===== config.mk =====
export PLATFORM = sky130hd
export DESIGN_NAME = vram_scan_arbiter
export DESIGN_NICKNAME = d
export VERILOG_FILES = /design/src/rtl/vram_scan_arbiter.sv
export SDC_FILE = /design/constraint.sdc
export NUM_CORES = 1
export LEC_CHECK = 0
export CAP_MARGIN = 5
export CORE_MARGIN = 2
export CORE_UTILIZATION = 48
export DETAILED_ROUTE_END_ITERATION = 10
export PLACE_DENSITY = 0.79
export SLEW_MARGIN = 20
export SYNTH_ARGS = -nofsm -noshare
export SYNTH_HDL_FRONTEND = slang
export SYNTH_SLANG_ARGS = --single-unit

===== constraint.sdc =====
create_clock -name vgaclk -period 2.2 [get_ports vgaclk]
set_input_delay 0.22 -clock vgaclk [delete_from_list [all_inputs] [get_ports vgaclk]]
set_output_delay 0.22 -clock vgaclk [all_outputs]
set_load 0.03 [all_outputs]

===== src/rtl/vram_scan_arbiter.sv =====
// vram_scan_arbiter
// Owns the single-port frame-buffer RAM. VGA scanout takes every even pixel
// of the active area, and the CPU port uses the remaining slots. RAM accesses
// return three cycles after the grant, and the syncs are delayed by three
// cycles so that pix_data lines up with them.
module vram_scan_arbiter #(
   parameter int FB_W   = 320,
   parameter int FB_H   = 240,
   parameter int DATA_W = 8,
   parameter int ADDR_W = 17
) (
   input  logic              vgaclk,
   input  logic              reset,
   input  logic [9:0]        hcnt,
   input  logic [9:0]        vcnt,
   input  logic              hsync_i,
   input  logic              vsync_i,
   input  logic              blank_b_i,
   output logic              hsync_o,
   output logic              vsync_o,
   output logic              blank_b_o,
   output logic [DATA_W-1:0] pix_data,
   input  logic              cpu_valid,
   output logic              cpu_ready,
   input  logic              cpu_we,
   input  logic [ADDR_W-1:0] cpu_addr,
   input  logic [DATA_W-1:0] cpu_wdata,
   output logic              cpu_rvalid,
   output logic [DATA_W-1:0] cpu_rdata,
   output logic [ADDR_W-1:0] mem_addr,
   output logic              mem_we,
   output logic [DATA_W-1:0] mem_wdata,
   input  logic [DATA_W-1:0] mem_rdata
);

   localparam logic [ADDR_W-1:0] FB_SIZE  = ADDR_W'(FB_W * FB_H);
   localparam logic [ADDR_W-1:0] FB_WIDTH = ADDR_W'(FB_W);

   // Each tag describes what the RAM returns for one slot. The tag travels
   // alongside the access for two stages.
   typedef enum logic [1:0] {
      TAG_NONE = 2'd0,
      TAG_SCAN = 2'd1,
      TAG_CPU  = 2'd2,
      TAG_ZERO = 2'd3   // CPU read outside the frame buffer: answer 0
   } tag_t;

   logic              scan_slot;
   logic [ADDR_W-1:0] scan_addr;
   logic              accept;
   logic              grant;

   logic              req_vld;
   logic              req_we;
   logic              req_oor;
   logic [ADDR_W-1:0] req_addr;
   logic [DATA_W-1:0] req_wdata;

   logic [ADDR_W-1:0] mem_addr_nxt;
   logic              mem_we_nxt;
   logic [DATA_W-1:0] mem_wdata_nxt;
   tag_t              tag_nxt;
   tag_t              tag_q1;
   tag_t              tag_q2;

   logic [2:0]        hsync_dly;
   logic [2:0]        vsync_dly;
   logic [2:0]        blank_dly;
   logic [DATA_W-1:0] pix_q;

   // Scanout owns the even pixels of the active area. Every other cycle is free.
   assign scan_slot = blank_b_i & ~hcnt[0];
   // Each frame-buffer pixel is shown as a 2x2 block, so the raster counts are halved.
   assign scan_addr = ADDR_W'(vcnt >> 1) * FB_WIDTH + ADDR_W'(hcnt >> 1);

   assign cpu_ready = ~req_vld;
   assign accept    = cpu_valid & ~req_vld;
   assign grant     = req_vld & ~scan_slot;

   // Choose the next RAM access for this slot: scanout first, otherwise the pending CPU request.
   always_comb begin
      mem_addr_nxt  = mem_addr;
      mem_we_nxt    = 1'b0;
      mem_wdata_nxt = mem_wdata;
      tag_nxt       = TAG_NONE;
      if (scan_slot) begin
         mem_addr_nxt = scan_addr;
         tag_nxt      = TAG_SCAN;
      end else if (req_vld) begin
         mem_addr_nxt  = req_addr;
         mem_wdata_nxt = req_wdata;
         mem_we_nxt    = req_we & ~req_oor;
         if (!req_we) begin
            tag_nxt = req_oor ? TAG_ZERO : TAG_CPU;
         end
      end
   end

   // Register the RAM port and advance the return-tag pipe.
   always_ff @(posedge vgaclk or negedge reset) begin
      if (!reset) begin
         mem_addr  <= '0;
         mem_we    <= 1'b0;
         mem_wdata <= '0;
         tag_q1    <= TAG_NONE;
         tag_q2    <= TAG_NONE;
      end else begin
         mem_addr  <= mem_addr_nxt;
         mem_we    <= mem_we_nxt;
         mem_wdata <= mem_wdata_nxt;
         tag_q1    <= tag_nxt;
         tag_q2    <= tag_q1;
      end
   end

   // One-entry CPU holding register. Accept and grant never fall in the same cycle.
   always_ff @(posedge vgaclk or negedge reset) begin
      if (!reset) begin
         req_vld   <= 1'b0;
         req_we    <= 1'b0;
         req_oor   <= 1'b0;
         req_addr  <= '0;
         req_wdata <= '0;
      end else if (accept) begin
         req_vld   <= 1'b1;
         req_we    <= cpu_we;
         req_oor   <= (cpu_addr >= FB_SIZE);
         req_addr  <= cpu_addr;
         req_wdata <= cpu_wdata;
      end else if (grant) begin
         req_vld   <= 1'b0;
      end
   end

   // Capture returning RAM data into the pixel or CPU read register.
   always_ff @(posedge vgaclk or negedge reset) begin
      if (!reset) begin
         pix_q      <= '0;
         cpu_rvalid <= 1'b0;
         cpu_rdata  <= '0;
      end else begin
         cpu_rvalid <= (tag_q2 == TAG_CPU) || (tag_q2 == TAG_ZERO);
         if (tag_q2 == TAG_SCAN) begin
            pix_q <= mem_rdata;
         end
         if (tag_q2 == TAG_CPU) begin
            cpu_rdata <= mem_rdata;
         end else if (tag_q2 == TAG_ZERO) begin
            cpu_rdata <= '0;
         end
      end
   end

   // Delay the timing signals by three cycles to match the pixel latency.
   always_ff @(posedge vgaclk or negedge reset) begin
      if (!reset) begin
         hsync_dly <= '1;
         vsync_dly <= '1;
         blank_dly <= '0;
      end else begin
         hsync_dly <= {hsync_dly[1:0], hsync_i};
         vsync_dly <= {vsync_dly[1:0], vsync_i};
         blank_dly <= {blank_dly[1:0], blank_b_i};
      end
   end

   assign hsync_o   = hsync_dly[2];
   assign vsync_o   = vsync_dly[2];
   assign blank_b_o = blank_dly[2];
   assign pix_data  = blank_b_o ? pix_q : '0;

endmodule


[After elaboration in Yosys (flattened, before gate mapping)]
Index checks and enable logic that the tools add are counted.
Word-level totals
  register bits: 84
  output and inout bits: 47
  logic and storage cells: 48
  input bits: 60
Operators by class
  $lt $le $gt $ge: 1
  reduce and logical (&&, ||, !) cells: 5
  mux-type cells: 13
  multipliers: 1
  equal/unequal tests: 3
  bitwise logic cells: 8
  $add $sub $neg: 1
Operators with widths (number)
  17-bit 2-to-1 mux: 2
  8-bit 2-to-1 mux: 3
  17-bit by 9-bit adder with 17-bit output: 1
  17-bit >= comparator, second input constant: 1
  9-bit by 3-bit multiplier with 11-bit output, second input constant: 1
  2-bit 2-to-1 mux: 3
  2-bit nonzero test: 3
  1-bit 2-to-1 mux: 5
  1-bit AND: 4
  2-bit == test, second input constant: 2
  1-bit inverter: 4
  2-bit by 1-bit == test with 1-bit output, second input constant: 1
  2-bit AND reduction: 1
  1-bit logical OR: 1

[Depth between registers and ports, before layout]
  depth after elaboration: 6
  mapped depth: 9
  gate-level depth less buffers: 9

[Least setup slack after synthesis]
OpenSTA, ideal clock, no wires.
  path kind: input port to flip-flop
  start: input vcnt[2]
  end: register mem_addr[16]
  slack: -329 ps
  required time: 2082 ps
  cell stages on the path: 9
  library setup time: 118 ps
  arrival time: 2411 ps
  cells stage by stage: ha_1 -> ha_1 -> fa_1 -> nand2_1 -> a211oi_1 -> nor3b_1 -> and4_1 -> xnor3_1 -> a21o_1
Between the ends
  cells in the longest elaborated chain, start to end: 3
Ends and longest elaborated chain
  start: declaration: RTL line 15  | input logic [9:0] vcnt,
  9-bit by 3-bit multiplier with 11-bit output: RTL line 74  | assign scan_addr = ADDR_W'(vcnt >> 1) * FB_WIDTH + ADDR_W'(hcnt >> 1);
  17-bit by 9-bit adder with 17-bit output: RTL line 74
  17-bit 2-to-1 mux: RTL line 86  | if (scan_slot) begin
  end signal: assignment: RTL line 108  | mem_addr <= mem_addr_nxt;
  end: declaration: RTL line 30  | output logic [ADDR_W-1:0] mem_addr,
No other way between the ends.
A chain may end at the register's enable or synchronous reset.

[Worst setup path after layout]
  start: input vcnt[4]
  end: register mem_addr[16]
Same word-level chain as after synthesis.

==> impl_metrics.ini <==
[route]
drc = 0
first_pass_iters = 4
via_per_inst = 5.15
drt-initial-drc-count = 96
wl_met3_um = 423
routed.top_layer = met4
drt-met1-wl_mm = 3.84
ant_nets = 0
vias = 2854
drt-wirelength-per-cell_um = 15.8
wl_met2_mm = 4.35
finalWirelength_mm = 8.74

[timing]
final_max_slew_viol_count = 0
fin_setup_tns_ps = 0
max_freq_mhz = 467
period_minus_slack_ps = 2140
slew_headroom_pct = 46.8
setup_ws_ps = 60.1
hold_slack_ps = 296
hold_viol = 0
finalCritPeriodShare_pct = 97.3
worst_slew_pin_slew_ps = 798
setup_viol = 0
skew_ps = 7.56

[synth]
synth_nets = 392
synth_cells = 313
synth-main-ff-cell = dfrtp_1
synth_seq_cells = 84
synth_area_um2 = 3850
async_flop_share_pct = 100
synth.distinct_cells = 46
yosys_warnings = 0
synth_edf_count = 0
synth_seq_area_share_pct = 54.8
syn_avg_cell_area_um2 = 12.3

[die]
ios = 107
rows = 32
die_w_um = 93.5
start_util_pct = 49.8
dieArea_um2 = 8750
core-area_um2 = 7730
die_h_um = 93.5

[cells_and_area]
postLayoutCoreUtil_pct = 72.7
multi_input_area_um2 = 1860
drive_above_1_share_pct = 25.4
antenna_cells = 0
area_growth_pct = 46.0
seq_area_um2 = 2110
fin_cells = 554
fillers = 530
fin_nets = 526

[global_routing]
grt_pass1_wl_mm = 14.4
grt.total_usage_pct = 21.2
antenna_found_initial = 0
grt-ovfl-total = 0
grt_max_degree = 67
grt_pass1_vias = 2930

[clock_tree]
clock_sink_count = 84
cts_buffers = 9
cts_max_level = 3
clk_latency_ps = 350
tritoncts = done
cts.reportedPaths.clkPinSlew_ps = 80
clockBufferDepth = 2
cts_root_buf = clkbuf_8

[critical_path]
cp.arrival_ps = 2380
slowest_delay_ps = 540
crit_family = adder cells
critPathKind = in2reg
path_common_cell = ha_4
cp.required_ps = 2440
path_buf_inv = 1
reg2reg_to = mem_addr[16]
cpMaxStageDelayCell = fa_2
end_kind = register
reg2regPathDepth = 4
worst-path-max-fanout = 3
r2r-start = req_vld
worstSetupStartpointType = input port
path_cells = buf_2 > ha_4 > ha_4 > fa_2 > nand2_2 > a211oi_4 > nor3b_2 > and4_1 > xnor3_1 > a21o_1
reg2reg_slack_ps = 820

[flow_run]
max_cap_violations = 0

[power]
power-per-cell-area_nw_per_um2 = 880
irDropWorstVdd_uv = 386
p_leak_nw = 2.38

[hold_path]
hold_path_end = vsync_dly[0]
hold_depth = 1
hp-start = vsync_i
min_path_type = in2reg

[placed_design]
gp_congestion = 0.809
place_ws_ps = -677
placedCellCount = 534
dp_hpwl_mm = 6.40
io_buffers = 105

[run_status]
outcome = finished, final reports clean
[final cells by class]
class	instances	area share (%)
Multi-Input combinational cell	200	33.0
Clock buffer	11	2.34
Clock inverter	5	1.09
Tap cell	102	2.27
Timing Repair Buffer	136	22.6
Sequential cell	84	37.6
Inverter	16	1.07
[Yosys cell counts (all sizes together), types with 2 or more instances]
master  number  area (um^2)
and2         8         50.1
xnor2        3         26.3
a21o         3         22.5
o31ai        2         15.0
dfrtp       78         1950
mux2        42          473
nand2b       2         12.5
dfstp        6          158
o211ai       3         27.5
o22ai        3         18.8
buf          4         16.3
nor2        11         41.3
clkbuf       9         33.8
nand2       22         82.6
a21oi        6         30.0
mux2i       13          130
nor3b        3         22.5
xor2         5         43.8
a211oi       7         57.6
ha          17          213
nor2b       11         68.8
inv         16         60.1
o21ai       21          105
fa           2         40.0
[flip-flops by register name (all words and copies together) (netlist names)]
register,flops
mem_addr,17
req_addr,17
cpu_rdata,8
mem_wdata,8
pix_q,8
req_wdata,8
blank_dly,3
hsync_dly,3
vsync_dly,3
tag_q1,2
tag_q2,2
cpu_rvalid,1
mem_we,1
req_oor,1
req_vld,1
req_we,1
[how the worst max path moves through the flow]
stage | from | cells past startpoint | slack [ps] | end
floorplan | vcnt[2] | 9 | -40 | mem_addr[16]
global placement | vcnt[2] | 10 | -620 | mem_addr[16]
detailed placement | vcnt[2] | 10 | -680 | mem_addr[16]
CTS | vcnt[4] | 10 | 2 | mem_addr[16]
global route | vcnt[5] | 9 | -10 | mem_addr[16]
finish | vcnt[4] | 10 | 60 | mem_addr[16]
[timing repair]
| item | 4_1_cts | 5_1_grt |
|---|---|---|
| endpoints found under the setup margin | 4 | 1 |
| hold buffers | 1 | 0 |
| pin swaps | 14 | 5 |
| gates resized for setup | 39 | 10 |
| setup buffers | 2 | 1 |
| hold endpoints to repair | 58 | 0 |
[power breakdown]
group	internal, mW	switching [mW]
clock network	0.529	0.543
logic	0.880	0.943
registers	1.87	0.174
total	3.28	1.66
[metal layers]
metal	up-vias	GRT usage, %
li1	1353	-
met1	1406	28.1
met2	86	36.0
met3	9	3.22
met4	0	6.88
met5	-	0
[placed cells by master (no fill, tap or decap), types with 3 or more instances in the layout]
| master | synthesis | layout |
|---|---|---|
| a21o_1 | 3 | 3 |
| a211oi_1 | 6 | 4 |
| mux2_1 | 18 | 18 |
| nand2_1 | 22 | 21 |
| and2_1 | 8 | 8 |
| ha_1 | 17 | 4 |
| buf_2 | 1 | 3 |
| mux2_2 | 24 | 24 |
| a21oi_1 | 6 | 6 |
| nor2b_1 | 11 | 9 |
| xor2_1 | 5 | 5 |
| o21ai_0 | 18 | 18 |
| ha_4 | 0 | 12 |
| clkinvlp_4 | 0 | 3 |
| nor2_1 | 11 | 10 |
| dlygate4sd2_1 | 0 | 3 |
| clkdlybuf4s50_1 | 0 | 93 |
| o22ai_1 | 3 | 3 |
| inv_1 | 15 | 13 |
| clkbuf_8 | 0 | 9 |
| mux2i_1 | 13 | 13 |
| dfrtp_1 | 78 | 78 |
| o21ai_1 | 3 | 3 |
| inv_2 | 1 | 3 |
| clkdlybuf4s15_2 | 0 | 3 |
| buf_4 | 0 | 31 |
| dfstp_2 | 6 | 6 |
[stage by stage]
stage | power [mW] | instance area (um^2)
2_1_floorplan | 3.04 | 3890
4_1_cts | 4.95 | 5570
3_5_place_dp | 3.84 | 5230
6_report | 4.94 | 5620
3_3_place_gp | 3.78 | 5230
5_1_grt | 5.21 | 5620
[kinds of logic (layout without fill, tap and decap cells)]
logic type                 after synthesis  in the layout  share of synthesized area, %
AOI/OAI and AO/OA                       52             52                          8.88
xor gates and xnor gates                 9              9                          2.41
adders and majority gates               19             19                          6.57
buffers and inverters                   29            168                          2.86
DFF                                     84             84                          54.8
muxes                                   55             55                          15.7
and+or+nand+nor                         65             65                          8.78
Note: power is estimated with default switching activity, not from simulation.
